File: src/rtl/countdown_pkg.sv
// Shared definitions for the countdown timer and its up-counter sibling.
package countdown_pkg;

   // Timer control states
   typedef enum logic {
      IDLE = 1'b0,
      RUN  = 1'b1
   } state_e;

   // Bits needed to hold values 0..max_value
   function automatic int unsigned count_width(input int unsigned max_value);
      return (max_value < 1) ? 1 : $clog2(max_value + 1);
   endfunction

endpackage

File: src/rtl/countdown_timer_tick_prescaler.sv
// tick_prescaler: emits one tick every PRESCALE enabled cycles.
// With PRESCALE = 1 the tick is the enable itself and no phase register exists.
module tick_prescaler #(
   parameter int unsigned PRESCALE = 1
) (
   input  logic clk,
   input  logic rst_n,
   input  logic clear,
   input  logic enable,
   output logic tick
);

   if (PRESCALE <= 1) begin : g_bypass
      logic unused_inputs;

      // No division needed: every enabled cycle is a step
      assign unused_inputs = ^{clk, rst_n, clear};
      assign tick          = enable;
   end else begin : g_divide
      localparam int unsigned PW = $clog2(PRESCALE);

      logic [PW-1:0] phase;
      logic          wrap;

      assign wrap = (phase == PW'(PRESCALE - 1));
      assign tick = enable & wrap;

      // Phase counter: advances only when enabled, so pauses keep the phase
      always_ff @(posedge clk or negedge rst_n) begin
         if (!rst_n) begin
            phase <= '0;
         end else if (clear) begin
            phase <= '0;
         end else if (enable) begin
            phase <= wrap ? '0 : phase + PW'(1);
         end
      end
   end

endmodule

File: src/rtl/countdown_timer.sv
// countdown_timer: loadable down-counter with start/abort and a done pulse.
// Optional macro COUNTDOWN_AUTO_RELOAD_EN turns it into a periodic pulse generator.
module countdown_timer
   import countdown_pkg::*;
#(
   parameter  int unsigned MAX_COUNTER_VALUE = 10,
   parameter  int unsigned PRESCALE          = 1,
   localparam int unsigned W                 = count_width(MAX_COUNTER_VALUE)
) (
   input  logic         clock_i,
   input  logic         reset_n_i,
   input  logic         start_i,
   input  logic [W-1:0] load_val_i,
   input  logic         enable_i,
   input  logic         abort_i,
   output logic         busy_o,
   output logic         finished_o,
   output logic [W-1:0] counter_val_o
);

   state_e       state_q;
   state_e       state_nxt;
   logic [W-1:0] clamped_val;
   logic [W-1:0] cnt_nxt;
   logic         busy_nxt;
   logic         fin_nxt;
   logic         presc_clr;
   logic         presc_en;
   logic         tick;
`ifdef COUNTDOWN_AUTO_RELOAD_EN
   logic [W-1:0] reload_q;
   logic [W-1:0] reload_nxt;
`endif

   // Saturate oversized start values to the configured maximum
   assign clamped_val = (load_val_i > W'(MAX_COUNTER_VALUE)) ? W'(MAX_COUNTER_VALUE)
                                                            : load_val_i;
   assign presc_en    = enable_i & (state_q == RUN);

   tick_prescaler #(
      .PRESCALE (PRESCALE)
   ) u_prescaler (
      .clk    (clock_i),
      .rst_n  (reset_n_i),
      .clear  (presc_clr),
      .enable (presc_en),
      .tick   (tick)
   );

   // Next-state and next-output decode
   always_comb begin
      state_nxt = state_q;
      cnt_nxt   = counter_val_o;
      busy_nxt  = busy_o;
      fin_nxt   = 1'b0;
      presc_clr = 1'b0;
`ifdef COUNTDOWN_AUTO_RELOAD_EN
      reload_nxt = reload_q;
`endif
      unique case (state_q)
         IDLE: begin
            busy_nxt = 1'b0;
            if (start_i && !abort_i) begin
               presc_clr = 1'b1;
               if (clamped_val == '0) begin
                  // Zero-length delay completes at once without going busy
                  cnt_nxt = '0;
                  fin_nxt = 1'b1;
               end else begin
                  cnt_nxt   = clamped_val;
                  busy_nxt  = 1'b1;
                  state_nxt = RUN;
`ifdef COUNTDOWN_AUTO_RELOAD_EN
                  reload_nxt = clamped_val;
`endif
               end
            end
         end
         RUN: begin
            if (abort_i) begin
               state_nxt = IDLE;
               cnt_nxt   = '0;
               busy_nxt  = 1'b0;
               presc_clr = 1'b1;
            end else if (tick) begin
               if (counter_val_o <= W'(1)) begin
                  fin_nxt = 1'b1;
`ifdef COUNTDOWN_AUTO_RELOAD_EN
                  cnt_nxt = reload_q;
`else
                  cnt_nxt   = '0;
                  busy_nxt  = 1'b0;
                  state_nxt = IDLE;
`endif
               end else begin
                  cnt_nxt = counter_val_o - W'(1);
               end
            end
         end
         default: begin
            state_nxt = IDLE;
            cnt_nxt   = '0;
            busy_nxt  = 1'b0;
         end
      endcase
   end

   // State and output registers
   always_ff @(posedge clock_i or negedge reset_n_i) begin
      if (!reset_n_i) begin
         state_q       <= IDLE;
         counter_val_o <= '0;
         busy_o        <= 1'b0;
         finished_o    <= 1'b0;
      end else begin
         state_q       <= state_nxt;
         counter_val_o <= cnt_nxt;
         busy_o        <= busy_nxt;
         finished_o    <= fin_nxt;
      end
   end

`ifdef COUNTDOWN_AUTO_RELOAD_EN
   // Reload value captured on each accepted start
   always_ff @(posedge clock_i or negedge reset_n_i) begin
      if (!reset_n_i) begin
         reload_q <= '0;
      end else begin
         reload_q <= reload_nxt;
      end
   end
`endif

endmodule

File: config.mk
export PLATFORM = sky130hd
export DESIGN_NAME = countdown_timer
export DESIGN_NICKNAME = d
export VERILOG_FILES = /design/src/rtl/countdown_pkg.sv /design/src/rtl/countdown_timer_tick_prescaler.sv /design/src/rtl/countdown_timer.sv
export SDC_FILE = /design/constraint.sdc
export NUM_CORES = 1
export LEC_CHECK = 0
export CAP_MARGIN = 20
export CORE_MARGIN = 8
export CORE_UTILIZATION = 35
export CTS_CLUSTER_DIAMETER = 120
export CTS_CLUSTER_SIZE = 40
export DETAILED_ROUTE_END_ITERATION = 12
export SLEW_MARGIN = 10
export SYNTH_ARGS = -nofsm -noshare
export SYNTH_HDL_FRONTEND = slang
export SYNTH_SLANG_ARGS = --single-unit
File: constraint.sdc
create_clock -name clock_i -period 2.21 [get_ports clock_i]
set_input_delay 0.442 -clock clock_i [delete_from_list [all_inputs] [get_ports clock_i]]
set_output_delay 0.442 -clock clock_i [all_outputs]
set_load 0.02 [all_outputs]
==> results of run 1 <==
==> registers in the layout, summed over array words and instances, names as in the netlist <==
register and count:
counter_val_o 4, busy_o 1, finished_o 1, state_q 1
==> cells by family after synthesis <==
logic type	Yosys count
AO/OA/AOI/OAI	18
AND/OR/NAND/NOR	15
flip-flops	7
buffers and inverters	2
adder cells (fa/ha/maj)	2
==> through the flow <==
stage	utilization (%)	cells
2_1_floorplan	-	44
3_3_place_gp	49.33	73
3_5_place_dp	49.33	73
4_1_cts	51.35	77
5_1_grt	51.35	77
6_report	51.35	77
==> synthesized netlist by cell type, drive strengths merged (2+ instances only) <==
cell type  instances  area [um2]
nor3b              2       26.28
or2                2       12.51
o22ai              3       18.77
nor4               2       12.51
nor2b              2       12.51
a2bb2oi            2       23.77
nor2               2       10.01
dfrtp              7       175.2
o2bb2ai            3       26.28
inv                2       7.510
ha                 2       25.02
a21oi              3       15.01
a211oi             2       25.02
==> power breakdown <==
group	leakage [nW]	total [W]	internal, W	switching [W]
combinational	0.165	0.000280	0.000135	0.000145
sequential	0.0882	0.000217	0.000159	0.0000579
clock	0.0150	0.000112	0.0000686	0.0000429
==> layout make-up <==
| cell class | count | area [um2] | share of cell area, % |
|---|---|---|---|
| well taps | 15 | 18.77 | 2.809 |
| inverters | 2 | 7.507 | 1.124 |
| repair buffers | 14 | 140.1 | 20.97 |
| multi-input cells | 35 | 300.3 | 44.94 |
| flip-flops and latches | 7 | 175.2 | 26.22 |
| clock buffers | 4 | 26.28 | 3.933 |
==> worst register-to-register path, delay by kind of cell, from the launching register on <==
family                   cells  cell delay, ns
AO/OA/AOI/OAI                2            0.42
adder cells (fa/ha/maj)      1            0.26
buffers and inverters        1            0.11
flip-flops                   1            0.46
AND/OR/NAND/NOR              1            0.30
==> per-layer routing <==
layer	vias up	global-route usage (%)	share of wire (%)
li1	214	-	-
met1	197	11.50	49
met2	9	16.60	47
met3	0	2.801	3.1
met4	0	6.303	0
met5	-	0	0
==> how the worst max path moves through the flow <==
stage / startpoint / end / slack [ns] / depth (start not counted)
3_5_place_dp: abort_i / counter_val_o[1] / 0.43 / 4
2_1_floorplan: counter_val_o[0] / counter_val_o[1] / 0.63 / 5
5_1_grt: counter_val_o[2] / counter_val_o[2] / 0.30 / 1
3_3_place_gp: abort_i / counter_val_o[1] / 0.42 / 4
6_report: counter_val_o[2] / counter_val_o[2] / 0.37 / 1
4_1_cts: counter_val_o[2] / counter_val_o[2] / 0.36 / 1
==> reports/qor.yml, run 1 <==
tightest_slew_ns: 0.3906
r2r-end: "counter_val_o[1]"
routed_wl_um: 1245
synth_top_family_by_area: "compound AO/OA/AOI/OAI gates"
synthFlopType: "dfrtp_1"
final_area_um2: 668.1
final_cell_mix: "14 x clkdlybuf4s50_1, 7 x dfrtp_1"
slew_headroom_pct: 73.72
min_period_ns: 1.840
hold_class: "in2async"
irDropWorstVdd_mv: 0.4460
cts_inserted_buffers: 3
syn_nets: 55
ys_seq_area_share_pct: 36.27
rsz0062_at_grt: "no"
ios: 15
setup_viol: 0
synthMuxAreaShare_pct: 0
p_per_area_nw_per_um2: 909.7
cp_data_arrival_time_ns: 1.40
yosys.area_share.simple_pct: 26.68
whs_ns: 0.4557
status: "finished clean"
synthXorXnorAreaFrac_pct: 0
start_util_pct: 37.12
timing.rr.start: "counter_val_o[0]"
num_vias: 420
finalSetupTns_ns: 0
ys_warn_count: 0
final_common_cell: "clkdlybuf4s50_1"
dieArea_um2: 2824
cts_tree: "built"
cp-end-kind: "primary output"
synth.distinct_cells: 26
grt_pass1_wl_um: 2166
clkSinkCount: 7
slew_violations: 0
r2r_slack_ns: 0.59
n_fill_cell: 132
dr.pass1.iters: 4
syn_area_per_cell_um2: 10.98
path_cells: "clkdlybuf4s50_1"
hold_viol_final: 0
clock_path_buffers: 2
total_power_w: 0.0006078
grt_pass1_vias: 488
post_cts_buffers: 0
diodes: 0
die_h_um: 53.15
cts_hold_buf: 0
dpl_worst_slack_ns: 0.4271
drc_errors: 0
vias_per_cell: 5.455
critPathKind: "reg2out"
cp_slowest_stage_delay_ns: 0.66
crit_slowest_cell: "clkdlybuf4s50_1"
drv_cap: 0
path_clk_slew_ns: 0.05
clockRootBuffer: "clkbuf_4"
cp_top_family: "buffers and inverters"
grt_util_all_layers_pct: 10.22
antenna_found_initial: 0
grt_max_degree: 10
worst_ep_required_time_ns: 1.77
ctsResizeCount: 0
post_drt_wl_per_cell_um: 16.17
r2r_cells: 5
timing.critical_path.buf_inv: 1
synth_compound_area_share_pct: 30.31
syn_inst: 44
ant_nets: 0
dpl-instance-area_um2: 641.9
drtIter0Drc: 17
cp_max_fo: 6
io_buffers: 14
synth-edff-count: 0
grt_overflow_total: 0
clock.fmax_mhz: 543.5
area.growth.synth_to_final_pct: 38.34
synth_area_um2: 483.0
skew_ns: 0.002457
drive_above_1_share_pct: 17.74
ctsHtreeMaxLevel: 1
synthArstFlopShare_pct: 100.0
finalCritPeriodShare_pct: 83.26
gp_congestion: 0.8227
worstSetupStartpointType: "register"
synth_adder_area_share_pct: 5.181
row_count: 13
synth-seq-cells: 7
die_x_um: 53.15
num-nets-final: 74
insertion_delay_ns: 0.24
core_region_area_um2: 1301
fin_ws_ns: 0.3699
p_leak_nw: 0.2683
Note: power is estimated with default switching activity, not from simulation.
==> run 2, diff against run 1 <==
PLACE_DENSITY = 0.65   (was default)
clock period = 1.6 ns   (was 2.21 ns; I/O delays follow)
==> reports/qor.yml, run 2 (synthesis results as in run 1) <==
status: "finished clean"  # unchanged
core_region_area_um2: 1301  # unchanged
p_leak_nw: 0.3202  # was 0.2683 nW
largest_reg_flops: 4  # unchanged
cts_inserted_buffers: 3  # unchanged
min_period_ns: 1.512
clockRootBuffer: "clkbuf_4"  # unchanged
largest-register: "counter_val_o"  # unchanged
gp_congestion: 0.8992  # was 0.8227
slew_headroom_pct: 76.51  # was 73.72%
whs_ns: 0.3293  # was 0.4557 ns
cts_hold_buf: 0  # unchanged
cp_top_family: "buffers and inverters"  # unchanged
final_area_um2: 740.7  # was 668.1 um2
grt_pass1_wl_um: 2028  # was 2166 um
vias_per_cell: 5.276  # was 5.455
crit_slowest_cell: "clkdlybuf4s50_1"  # unchanged
die_h_um: 53.15  # unchanged
final_common_cell: "clkdlybuf4s50_1"  # unchanged
fin_util_pct: 56.92  # was 51.35%
skew_ns: 0.005036  # was 0.002457 ns
grt_overflow_total: 0  # unchanged
ctsResizeCount: 2  # was 0
area.growth.synth_to_final_pct: 53.37  # was 38.34%
fin_ws_ns: 0.08847  # was 0.3699 ns
irDropWorstVdd_mv: 0.5178  # was 0.4460 mV
path_clk_slew_ns: 0.05  # about the same
timing.critical_path.buf_inv: 1  # unchanged
antenna_found_initial: 0  # unchanged
drive_above_1_share_pct: 29.17  # was 17.74%
insertion_delay_ns: 0.25  # was 0.24 ns
final_cell_mix: "12 x clkdlybuf4s50_1, 10 x buf_4, 7 x dfrtp_1"  # was 14 x clkdlybuf4s50_1, 7 x dfrtp_1
worst_ep_required_time_ns: 1.28  # was 1.77 ns
clock_path_buffers: 2  # unchanged
cts_tree: "built"  # unchanged
io_buffers: 14  # unchanged
grt_util_all_layers_pct: 9.275  # was 10.22%
num-nets-final: 84  # was 74
ios: 15  # unchanged
die_x_um: 53.15  # unchanged
path_cells: "clkdlybuf4s50_1"  # unchanged
hold_class: "in2async"  # unchanged
drtIter0Drc: 10  # was 17
drc_errors: 0  # unchanged
ant_nets: 0  # unchanged
num_vias: 459  # was 420
dieArea_um2: 2824  # unchanged
critPathKind: "reg2out"  # unchanged
dpl-instance-area_um2: 716.9  # was 641.9 um2
p_per_area_nw_per_um2: 1182  # was 909.7 nW/um2
setup_viol: 0  # unchanged
start_util_pct: 37.12  # unchanged
dp_hpwl_um: 980.1
cp_max_fo: 2  # was 6
post_drt_wl_per_cell_um: 13.77  # was 16.17 um
ctsHtreeMaxLevel: 1  # unchanged
row_count: 13  # unchanged
dr.pass1.iters: 4  # unchanged
grt_pass1_vias: 471  # was 488
finalCritPeriodShare_pct: 94.47
routed_wl_um: 1198  # was 1245 um
clock.fmax_mhz: 661.6
cp_slowest_stage_delay_ns: 0.60  # was 0.66 ns
dpl_worst_slack_ns: -0.03778  # was 0.4271 ns
diodes: 0  # unchanged
rsz0062_at_grt: "no"  # unchanged
tightest_slew_ns: 0.3524  # was 0.3906 ns
cp-end-kind: "primary output"  # unchanged
worstSetupStartpointType: "register"  # unchanged
grt_max_degree: 10  # unchanged
hold_viol_final: 0  # unchanged
cp_data_arrival_time_ns: 1.19  # was 1.40 ns
post_cts_buffers: 0  # unchanged
slew_violations: 0  # unchanged
clkSinkCount: 7  # unchanged
drv_cap: 0  # unchanged
==> run 2: cell types whose count changed in the layout (fill, tap and decap cells not counted) <==
cell,delta
clkdlybuf4s50_1,-2
dlygate4sd2_1,+2
buf_4,+10
==> run 2: metal layers <==
metal  GRT usage, %  part of all wire, %  up-vias
met5              0                    0        -
met4          5.462                  1.8        0
met3          2.801                  2.8        2
met2          13.48                   46       11
met1          11.70                   49      217
li1               -                    -      229
==> run 2: report_power, final <==
part | switching (W) | internal (W) | total, W
sequential | 0.0000445 | 0.000220 | 0.000264
clock | 0.0000608 | 0.0000949 | 0.000156
combinational | 0.000235 | 0.000221 | 0.000456
total | 0.000340 | 0.000535 | 0.000875
==> run 2: cell type report <==
cell class              count  area [um2]
clock buffers               4       26.28
fillers                   127       560.5
inverters                   2       7.507
multi-input cells          35       300.3
flip-flops and latches      7       175.2
well taps                  15       18.77
repair buffers             24       212.7
==> run 2: metrics by stage <==
step                      setup TNS [ns]   power, W  std cells
final                                  0  0.0008753         87
after global routing                   0  0.0009545         87
after CTS                              0  0.0008894         87
after detailed placement         -0.1330  0.0007416         83
after global placement          -0.03248  0.0007425         83
after floorplan                        0  0.0005226         44
==> run 2: path summary, 6_finish.rpt <==
| kind | from | to | slack, ns | cells past startpoint |
|---|---|---|---|---|
| setup / recovery | counter_val_o[2] | counter_val_o[2] | 0.09 | 1 |
| max in group asynchronous | reset_n_i | counter_val_o[1] | 1.03 | 1 |
| hold reg to reg | busy_o | busy_o | 0.49 | 1 |
| setup reg to reg | counter_val_o[1] | counter_val_o[1] | 0.12 | 5 |
| hold / removal | reset_n_i | counter_val_o[2] | 0.33 | 1 |
| min in group clock_i | busy_o | busy_o | 0.49 | 1 |
